==> config.mk <==
export PLATFORM = sky130hd
export DESIGN_NAME = irq_ctrl
export DESIGN_NICKNAME = d
export VERILOG_FILES = /design/src/rtl/irq_ctrl_pkg.sv /design/src/rtl/irq_ctrl_prio_enc.sv /design/src/rtl/irq_ctrl.sv
export SDC_FILE = /design/constraint.sdc
export NUM_CORES = 1
export LEC_CHECK = 0
export CAP_MARGIN = 20
export CORE_MARGIN = 1
export CORE_UTILIZATION = 42
export CTS_CLUSTER_DIAMETER = 40
export DETAILED_ROUTE_END_ITERATION = 10
export PLACE_DENSITY_LB_ADDON = 0.15
export SYNTH_ARGS = -nofsm -noshare
export SYNTH_HDL_FRONTEND = slang
export SYNTH_SLANG_ARGS = --single-unit
==> constraint.sdc <==
create_clock -name clk -period 2.4 [get_ports clk]
set_input_delay 0.36 -clock clk [delete_from_list [all_inputs] [get_ports clk]]
set_output_delay 0.36 -clock clk [all_outputs]
set_load 0.03 [all_outputs]
==> src/rtl/irq_ctrl_pkg.sv <==
// Shared definitions for the interrupt controller: FSM states, id width
// and the bit layout of the cause status word.
package irq_ctrl_pkg;

   localparam int unsigned ID_W = 3;

   typedef enum logic [1:0] {
      IDLE    = 2'd0,
      SIGNAL  = 2'd1,
      SERVICE = 2'd2
   } irq_state_e;

   localparam int unsigned CAUSE_BUSY_BIT = 31;
   localparam int unsigned CAUSE_PEND_LSB = 8;
   localparam int unsigned CAUSE_ID_LSB   = 2;
   localparam int unsigned CAUSE_ID_W     = 5;

endpackage

==> src/rtl/irq_ctrl_prio_enc.sv <==
// Lowest-index-wins priority encoder: request vector to source index plus valid.
module irq_prio_enc
   import irq_ctrl_pkg::*;
#(
   parameter int unsigned N_SRC = 8
) (
   input  logic [N_SRC-1:0] req_i,
   output logic [ID_W-1:0]  idx_o,
   output logic             valid_o
);

   logic found;

   always_comb begin
      idx_o = '0;
      found = 1'b0;
      for (int unsigned i = 0; i < N_SRC; i++) begin
         if (req_i[i] && !found) begin
            idx_o = ID_W'(i);
            found = 1'b1;
         end
      end
      valid_o = found;
   end

endmodule

==> src/rtl/irq_ctrl.sv <==
// Interrupt controller in front of CP0: masks and latches sources, grants one
// at a time by fixed priority and stays busy until ERET.
module irq_ctrl
   import irq_ctrl_pkg::*;
#(
   parameter int unsigned N_SRC     = 8,
   parameter logic [7:0]  EDGE_MASK = 8'hFF,
   parameter logic [7:0]  MASK_RST  = 8'hFF
) (
   input  logic             clk,
   input  logic             rst,
   input  logic [N_SRC-1:0] irq_src,
   input  logic             mask_we,
   input  logic [N_SRC-1:0] mask_wdata,
   input  logic             ir_en,
   input  logic             eret,
   output logic             ir_out,
   output logic [2:0]       irq_id,
   output logic             busy,
   output logic [N_SRC-1:0] pending,
   output logic [31:0]      cause
);

   localparam logic [N_SRC-1:0] EDGE_M = EDGE_MASK[N_SRC-1:0];
   localparam logic [N_SRC-1:0] MASK_R = MASK_RST[N_SRC-1:0];

   irq_state_e       state_q, state_d;
   logic [ID_W-1:0]  id_q, id_d;
   logic [N_SRC-1:0] prev_q;
   logic [N_SRC-1:0] pend_q, pend_d;
   logic [N_SRC-1:0] mask_q, mask_d;
   logic [N_SRC-1:0] eligible, edge_det, clr;
   logic [ID_W-1:0]  grant_idx;
   logic             grant_vld;

   assign eligible = pend_q & mask_q;
   assign edge_det = irq_src & ~prev_q;

   irq_prio_enc #(.N_SRC(N_SRC)) u_prio (
      .req_i   (eligible),
      .idx_o   (grant_idx),
      .valid_o (grant_vld)
   );

   always_comb begin
      state_d = state_q;
      id_d    = id_q;
      clr     = '0;
      case (state_q)
         IDLE: begin
            if (ir_en && grant_vld) begin
               id_d    = grant_idx;
               clr     = N_SRC'(1) << grant_idx;
               state_d = SIGNAL;
            end
         end
         SIGNAL:  state_d = SERVICE;
         SERVICE: if (eret) state_d = IDLE;
         default: state_d = IDLE;
      endcase
   end

   // Edge bits: a fresh edge overrides a same-cycle grant clear.
   // Level bits simply track the source one cycle late.
   assign pend_d = (EDGE_M & (edge_det | (pend_q & ~clr))) | (~EDGE_M & irq_src);
   assign mask_d = mask_we ? mask_wdata : mask_q;

   always_ff @(posedge clk) begin
      if (rst) begin
         state_q <= IDLE;
         id_q    <= '0;
         prev_q  <= '0;
         pend_q  <= '0;
         mask_q  <= MASK_R;
      end else begin
         state_q <= state_d;
         id_q    <= id_d;
         prev_q  <= irq_src;
         pend_q  <= pend_d;
         mask_q  <= mask_d;
      end
   end

   assign ir_out  = (state_q == SIGNAL);
   assign busy    = (state_q != IDLE);
   assign irq_id  = id_q;
   assign pending = pend_q;

   always_comb begin
      cause                               = '0;
      cause[CAUSE_BUSY_BIT]               = busy;
      cause[CAUSE_PEND_LSB +: N_SRC]      = pend_q;
      cause[CAUSE_ID_LSB +: CAUSE_ID_W]   = CAUSE_ID_W'(id_q);
   end

endmodule

==> impl_metrics.yaml, run 1 <==
cells_and_area:
  final_layout_size_suffix_gt1_share_pct: 7.54
  syn2layout_area_growth_pct: 27.9
  fillers: 321
  antenna_cells: 0
  fin_nets: 219
  finish.utilization_pct: 56.2
cts:
  cts_resized: 0
  cts_tree: "built"
  cts.path.max_buffers: 2
  htreeDepth: 2
  cts-buffers-inserted: 5
  path_clk_slew_ns: 0.09
  cts_hold_buf: 0
  cts_setup_buffers: 0
  cts_sinks: 29
  cts-root-buf: "clkbuf_4"
  clk_latency_ns: 0.33
power_and_ir_drop:
  seq_power_share_pct: 41.0
  clkPwrFrac_pct: 30.6
  p_switching_mw: 0.427
  comb_power_share_pct: 28.4
  p_int_mw: 0.928
  sw_frac_of_total_pct: 31.5
  power_density_mw_per_mm2: 723
  power_mw: 1.35
  vdd_drop_max_v: 0.000328
  p_leak_nw: 0.760
sta:
  setup_violations: 0
  hold_ws_ns: 0.486
  period_minus_slack_ns: 1.91
  fin_worst_skew_ns: 0.0119
  tightest_slew_ns: 0.563
  fin_ws_ns: 0.493
  rsz0062_at_grt: "false"
  hold_viol: 0
  slew_headroom_pct: 62.4
  drv_slew: 0
  finalCritPeriodShare_pct: 79.5
  fmax_mhz: 524
  fin_setup_tns_ns: 0
setup_path:
  r2r-start: "pending[2]"
  cp-start-kind: "register"
  reg2reg_depth: 5
  end_kind: "output port"
  crit_type: "reg -> out"
  arrival_ns: 1.55
  reg2reg_slack_ns: 0.85
  critPathMaxFanout: 3
  r2r_end: "pending[3]"
  crit_path_end: "ir_out"
  crit_required_ns: 2.04
  cp-startpoint: "state_q[0]"
synthesis:
  ys_warn_count: 0
  synth_top_flop_cell: "dfxtp_1"
  synth_area_mm2: 0.00147
  syn_area_per_cell_um2: 8.99
  synth_top_cell_by_area: "dfxtp_1"
  ys_types: 31
  syn_inst: 163
  seq_area_frac_synth_pct: 39.6
  synth_most_common_cell: "buf_4"
  yosys-top-cells-area: "dfxtp_1, buf_4, nor2b_1, a211o_1, a21oi_1"
  synth_top_area_share_pct: 39.6
  yosys-top-cells-count: "buf_4, dfxtp_1, nor2b_1"
  synth-edff-count: 0
  async_flop_share_pct: 0
  synth_seq_cells: 29
routing:
  vias: 1170
  wire_per_inst_um: 11.8
  drt_pass1_iterations: 4
  dr.first_iter.drc_count: 41
  via_per_inst: 4.78
  ant_nets: 0
  drcViolationCount: 0
  wirelength_um: 2880
min_path:
  min_path_type: "reg -> reg"
placement:
  gp_congestion: 0.916
  io_buffers: 45
  dp_hpwl_um: 2160
  dpl_worst_slack_ns: 0.657
grt:
  grt_pass1_vias: 1084
  grt_max_degree: 30
  grt_antenna_before_repair: 0
  grt-ovfl-total: 0
  grt_pass1_wl_um: 4690
  track_usage_pct: 17.6
floorplanning:
  std_cell_rows: 21
  start_util_pct: 43.9
  die_y_um: 61.1
  placeableCoreArea_mm2: 0.00334
  fp.dieW_um: 61.1
  num_io_pins: 66
  fp.dieArea_mm2: 0.00373
run:
  drv_cap: 0
run_status:
  status: "complete, no violations"
## state kept, by name, indices dropped and copies added (netlist names)
| name | count |
|---|---|
| irq_id | 3 |
| mask_q | 8 |
| state_q | 2 |
| pending | 8 |
| prev_q | 8 |
## worst max-delay path, cell delays in order (launching register included)
cell and delay, ns:
dfxtp_1 0.35, nor2b_1 0.17, clkdlybuf4s50_1 0.69
## per-stage QoR
step / std cells / instance area (µm²)
5_1_grt: 245 / 1870
3_5_place_dp: 237 / 1790
6_report: 245 / 1870
4_1_cts: 245 / 1870
3_3_place_gp: 237 / 1790
2_1_floorplan: 182 / 1540
## power groups by stage
stage / clock [mW] / combinational [mW] / sequential [mW]
floorplan: 0 / 0.269 / 0.592
global placement: 0 / 0.379 / 0.564
detailed placement: 0 / 0.385 / 0.566
CTS: 0.423 / 0.387 / 0.555
global route: 0.441 / 0.417 / 0.561
finish: 0.415 / 0.385 / 0.555
## kinds of logic (layout without fill, tap and decap cells)
group	count (synthesis)	after routing	share of synthesized area (%)
DFF	29	29	39.6
AOI/OAI and AO/OA	35	35	19.7
buffers and inverters	39	56	18.4
muxes	1	1	0.683
and+or+nand+nor	58	58	21.3
other	1	20	0.256
## cell type report
cell class              instances  area (µm²)  share of cell area [%]
clock buffers                   7        55.1                    2.94
clock inverters                 1        30.0                    1.60
inverters                       2        7.51                   0.401
multi-input cells             114         686                    36.6
flip-flops and latches         29         581                    31.0
well taps                      46        57.6                    3.07
repair buffers                 46         458                    24.4
## cells in the final DEF, fill, tap and decap left out, drive strengths merged
master / count
nor2: 12
nand4: 1
a311oi: 1
a211o: 8
nand2b: 5
a21oi: 11
dfxtp: 29
nor2b: 21
inv: 2
and2: 2
a22oi: 2
nand2: 10
mux2i: 1
o2bb2ai: 1
bufinv: 1
clkbuf: 7
nand3: 6
o2111ai: 1
o31a: 1
a211oi: 1
clkdlybuf4s50: 45
o31ai: 2
conb: 20
buf: 1
a31o: 1
a32o: 1
a22o: 3
o21ai: 2
nor3: 1
## how the worst min path moves through the flow
stage | cells after the start | slack (ns) | endpoint | startpoint
3_3_place_gp | 2 | 0.44 | pending[7] | prev_q[7]
6_report | 2 | 0.49 | pending[7] | prev_q[7]
5_1_grt | 2 | 0.52 | pending[6] | prev_q[6]
4_1_cts | 2 | 0.49 | pending[7] | prev_q[7]
3_5_place_dp | 2 | 0.46 | pending[7] | prev_q[7]
2_1_floorplan | 2 | 0.44 | pending[7] | prev_q[7]
## routing by layer
layer  wire length [µm]  vias up  track usage, %  part of all wire, %
met5                  0        -               0                    0
met4                 77        0            11.0                  2.7
met3                158       10            4.62                  5.5
met2               1380       47            28.4                   48
met1               1270      533            20.8                   44
li1                   -      580               -                    -
Power figures use the tool's default switching activity.
==> run 2: changes to the inputs <==
Settings changed: CORE_UTILIZATION 42 to 41.
Clock period 2.4 ns to 1.9 ns, I/O delays scaled along.
==> run 2 against run 1 <==
Critical path depth down 1; sequential cell count unchanged; via count down 0.94%; sequential share of layout area up 0.57 points; count of clock-buffer cells in the layout up 1; register-to-register slack worse by 0.42 ns; sequential power up 26%; power up 13%.
==> impl_metrics.yaml, run 2 (synthesis gave the netlist of run 1 again) <==
run_status:
  status: "complete, no violations"
placement:
  io_buffers: 45
  dp_hpwl_um: 2070
  gp_congestion: 0.744
  placed_cell_area_mm2: 0.00179
  dpl_worst_slack_ns: 0.226
cts:
  clk_latency_ns: 0.33
  htreeDepth: 2
  cts_tree: "built"
  cts-buffers-inserted: 5
  cts-root-buf: "clkbuf_4"
  cts_sinks: 29
  cts_setup_buffers: 0
  path_clk_slew_ns: 0.08
  cts.path.max_buffers: 2
setup_path:
  critPathMaxFanout: 6
  slowest_stage: "clkdlybuf4s50_1"
  crit_required_ns: 1.62
  r2r_end: "pending[3]"
  crit_family: "buffers and inverters"
  r2r-start: "pending[4]"
  crit_type: "reg -> out"
  cp.buffers_inverters: 1
  reg2reg_slack_ns: 0.43
  end_kind: "output port"
  worstPathCellList: "clkdlybuf4s50_1"
  arrival_ns: 1.55
  reg2reg_depth: 5
  crit_path_max_incr_delay_ns: 0.74
  cp-start-kind: "register"
grt:
  grt_max_degree: 30
  grt_pass1_wl_um: 4170
  grt-ovfl-total: 0
  grt_antenna_before_repair: 0
  track_usage_pct: 15.5
  grt_pass1_vias: 1004
sta:
  setup_violations: 0
  fin_ws_ns: 0.0600
  tightest_slew_ns: 0.525
  drv_slew: 0
  fin_worst_skew_ns: 0.00323
  finalCritPeriodShare_pct: 96.8
  period_minus_slack_ns: 1.84
  rsz0062_at_grt: "false"
  fmax_mhz: 543
  slew_headroom_pct: 64.9
  hold_viol: 0
  fin_setup_tns_ns: 0
floorplanning:
  placeableCoreArea_mm2: 0.00339
  std_cell_rows: 21
  fp.dieArea_mm2: 0.00382
  start_util_pct: 43.2
  die_y_um: 61.8
  fp.dieW_um: 61.8
  num_io_pins: 66
cells_and_area:
  layout_common_cells: "clkdlybuf4s50_1, dfxtp_1, nor2b_1"
  antenna_cells: 0
  stdcell_area_mm2: 0.00184
  fin_nets: 219
  final_layout_size_suffix_gt1_share_pct: 6.53
  syn2layout_area_growth_pct: 25.6
  layout_commonest_cell: "clkdlybuf4s50_1"
  fillers: 322
routing:
  drcViolationCount: 0
  wirelength_um: 2770
  drt_pass1_iterations: 4
  wire_per_inst_um: 11.3
  ant_nets: 0
  vias: 1159
  dr.first_iter.drc_count: 41
  via_per_inst: 4.73
power_and_ir_drop:
  vdd_drop_max_v: 0.000480
  power_density_mw_per_mm2: 829
  power_mw: 1.53
  p_leak_nw: 0.755
min_path:
  min_path_type: "reg -> reg"
  min_to: "pending[7]"
  hold-path-cell-count: 2
  hp-start: "prev_q[7]"
run:
  drv_cap: 0
## run 2: changes by cell type in the layout (fill, tap and decap cells not counted), sizes merged
cell / before / now
clkdlybuf4s50: 45 / 44
clkbuf: 7 / 8
dlymetal6s2s: 0 / 1
bufinv: 1 / 0
## run 2: worst register-to-register path: stages, from the launching register on
cell       delay (ns)
dfxtp_1          0.40
a22oi_4          0.29
a31o_2           0.20
o2111ai_1        0.15
o31ai_1          0.22
a21oi_1          0.09
## run 2: power by group
part           internal (mW)  total (mW)  switching, mW
registers              0.654       0.701         0.0467
clock network          0.147       0.344          0.197
logic                  0.203       0.481          0.278
total                   1.00        1.53          0.521
## run 2: routing by layer
| layer | track usage [%] | vias to the layer above | routed length (µm) |
|---|---|---|---|
| li1 | - | 575 | - |
| met1 | 17.4 | 532 | 1200 |
| met2 | 26.0 | 44 | 1370 |
| met3 | 4.55 | 8 | 137 |
| met4 | 9.52 | 0 | 64 |
| met5 | 0 | - | 0 |
## run 2: worst max path at each step
stage,from,to,slack [ns],depth (start not counted)
2_1_floorplan,pending[2],pending[3],0.42,5
3_3_place_gp,ir_en,irq_id[1],0.27,5
3_5_place_dp,ir_en,irq_id[0],0.23,5
4_1_cts,pending[4],cause[12],0.04,1
5_1_grt,pending[4],cause[12],0.008,1
6_report,pending[4],cause[12],0.06,1
## run 2: per-stage QoR
step / hold WS (ns) / util (%) / cells
after floorplan: 0.403 / - / 182
after global placement: 0.446 / 52.8 / 237
after detailed placement: 0.463 / 52.8 / 237
after CTS: 0.485 / 54.2 / 245
after global routing: 0.511 / 54.3 / 245
final: 0.475 / 54.3 / 245
## run 2: area by class of cell
cell class | instances | area, µm² | share of cell area, %
clock buffers | 8 | 48.8 | 2.65
inverters | 2 | 7.51 | 0.408
multi-input cells | 114 | 686 | 37.3
flip-flops and latches | 29 | 581 | 31.5
well taps | 46 | 57.6 | 3.13
repair buffers | 46 | 460 | 25.0
## run 2: repair_timing
item	4_1_cts	5_1_grt
hold buffers	0	0
setup endpoints to repair	0	1
gates resized for setup	0	1
==> run 3: changes to the inputs <==
==> constraint.sdc (replaced) <==
create_clock -name clk -period 1.9 [get_ports clk]
set_input_delay 0.285 -clock clk [delete_from_list [all_inputs] [get_ports clk]]
set_output_delay 0.285 -clock clk [all_outputs]
set_load 0.005 [all_outputs]
==> run 3 against run 2 <==
Power fell by 9.2%; critical path depth did not move; largest power group unchanged; setup slack improved by 0.17 ns; die area did not move; via count barely moved; design area fell by 0.14%; clock skew did not move; count of clock-buffer cells in the layout did not move; routed wire length barely moved.
==> impl_metrics.yaml, run 3 (synthesis gave the netlist of run 1 again) <==
sta:
  setup_violations: 0
  fin_worst_skew_ns: 0.00323
  fin_setup_tns_ns: 0
  fmax_mhz: 597
  hold_ws_ns: 0.475
  finalCritPeriodShare_pct: 88.1
  drv_slew: 0
  tightest_slew_ns: 0.526
  rsz0062_at_grt: "false"
  hold_viol: 0
  period_minus_slack_ns: 1.67
  slew_headroom_pct: 64.8
  fin_ws_ns: 0.225
power_and_ir_drop:
  comb_power_share_pct: 24.6
  p_switching_mw: 0.382
  clkPwrFrac_pct: 24.8
  power_density_mw_per_mm2: 754
  sw_frac_of_total_pct: 27.6
  vdd_drop_max_v: 0.000464
  p_leak_nw: 0.741
  seq_power_share_pct: 50.6
  p_int_mw: 1.00
grt:
  grt_antenna_before_repair: 0
  grt_pass1_vias: 1004
  grt-ovfl-total: 0
  track_usage_pct: 15.5
  grt_pass1_wl_um: 4170
  grt_max_degree: 30
cells_and_area:
  syn2layout_area_growth_pct: 25.4
  layout_common_cells: "clkdlybuf4s50_1, dfxtp_1, nor2b_1"
  stdcell_area_mm2: 0.00184
  multi_input_area_um2: 686
  final_layout_size_suffix_gt1_share_pct: 6.53
  stdcell_count: 245
  fin_nets: 219
  antenna_cells: 0
  seq_area_um2: 581
  layout_commonest_cell: "clkdlybuf4s50_1"
  fillers: 321
setup_path:
  cp-start-kind: "register"
  worstPathCellList: "clkdlybuf4s50_1"
  slowest_stage: "clkdlybuf4s50_1"
  cp.buffers_inverters: 1
  critPathMaxFanout: 6
  end_kind: "output port"
  arrival_ns: 1.39
  critical_path_depth: 1
  reg2reg_depth: 5
  crit_family: "buffers and inverters"
  crit_type: "reg -> out"
  crit_path_max_incr_delay_ns: 0.57
  crit_required_ns: 1.62
min_path:
  hold-path-cell-count: 2
  min_path_type: "reg -> reg"
run:
  drv_cap: 0
floorplanning:
  placeableCoreArea_mm2: 0.00339
  num_io_pins: 66
  fp.dieW_um: 61.8
  fp.dieArea_mm2: 0.00382
  start_util_pct: 43.2
  die_y_um: 61.8
  std_cell_rows: 21
cts:
  path_clk_slew_ns: 0.08
  cts.path.max_buffers: 2
  clk_latency_ns: 0.33
  cts_setup_buffers: 0
  htreeDepth: 2
  cts_sinks: 29
  cts_hold_buf: 0
  cts-buffers-inserted: 5
  cts-root-buf: "clkbuf_4"
  cts_tree: "built"
  cts_resized: 0
placement:
  gp_congestion: 0.744
  io_buffers: 45
  dp_hpwl_um: 2070
  dpl_worst_slack_ns: 0.226
  placed_cell_area_mm2: 0.00179
  dp_cells: 237
routing:
  dr.first_iter.drc_count: 41
  vias: 1158
  via_per_inst: 4.73
  wire_per_inst_um: 11.3
  ant_nets: 0
  drcViolationCount: 0
  wirelength_um: 2770
  drt_pass1_iterations: 4
run_status:
  status: "complete, no violations"
-- run 3: final timing paths --
kind              startpoint          to  slack (ns)
setup / recovery  pending[4]  pending[4]        0.23
hold / removal     prev_q[7]  pending[7]        0.47
setup reg to reg  pending[4]  pending[3]        0.43
hold reg to reg    prev_q[7]  pending[7]        0.47
-- run 3: final cells by class --
class | count | share of cell area (%)
inverters | 2 | 0.408
well taps | 46 | 3.13
flip-flops and latches | 29 | 31.6
repair buffers | 46 | 24.9
multi-input cells | 114 | 37.3
clock buffers | 8 | 2.65
-- run 3: through the flow --
step           util (%)  power [mW]
2_1_floorplan         -       0.945
3_3_place_gp       52.8        1.05
3_5_place_dp       52.8        1.06
4_1_cts            54.2        1.40
5_1_grt            54.2        1.47
6_report           54.2        1.39
-- run 3: metal layers --
layer	GRT usage, %	up-vias	part of all wire, %
met5	0	-	0
met4	9.52	0	2.3
li1	-	575	-
met1	17.4	531	43
met2	26.0	44	49
met3	4.55	8	5.0
-- run 3: power groups by stage --
stage / sequential, mW / combinational, mW / clock [mW]
2_1_floorplan: 0.707 / 0.238 / 0
5_1_grt: 0.709 / 0.379 / 0.382
3_3_place_gp: 0.714 / 0.339 / 0
3_5_place_dp: 0.716 / 0.342 / 0
6_report: 0.701 / 0.341 / 0.344
4_1_cts: 0.702 / 0.344 / 0.355
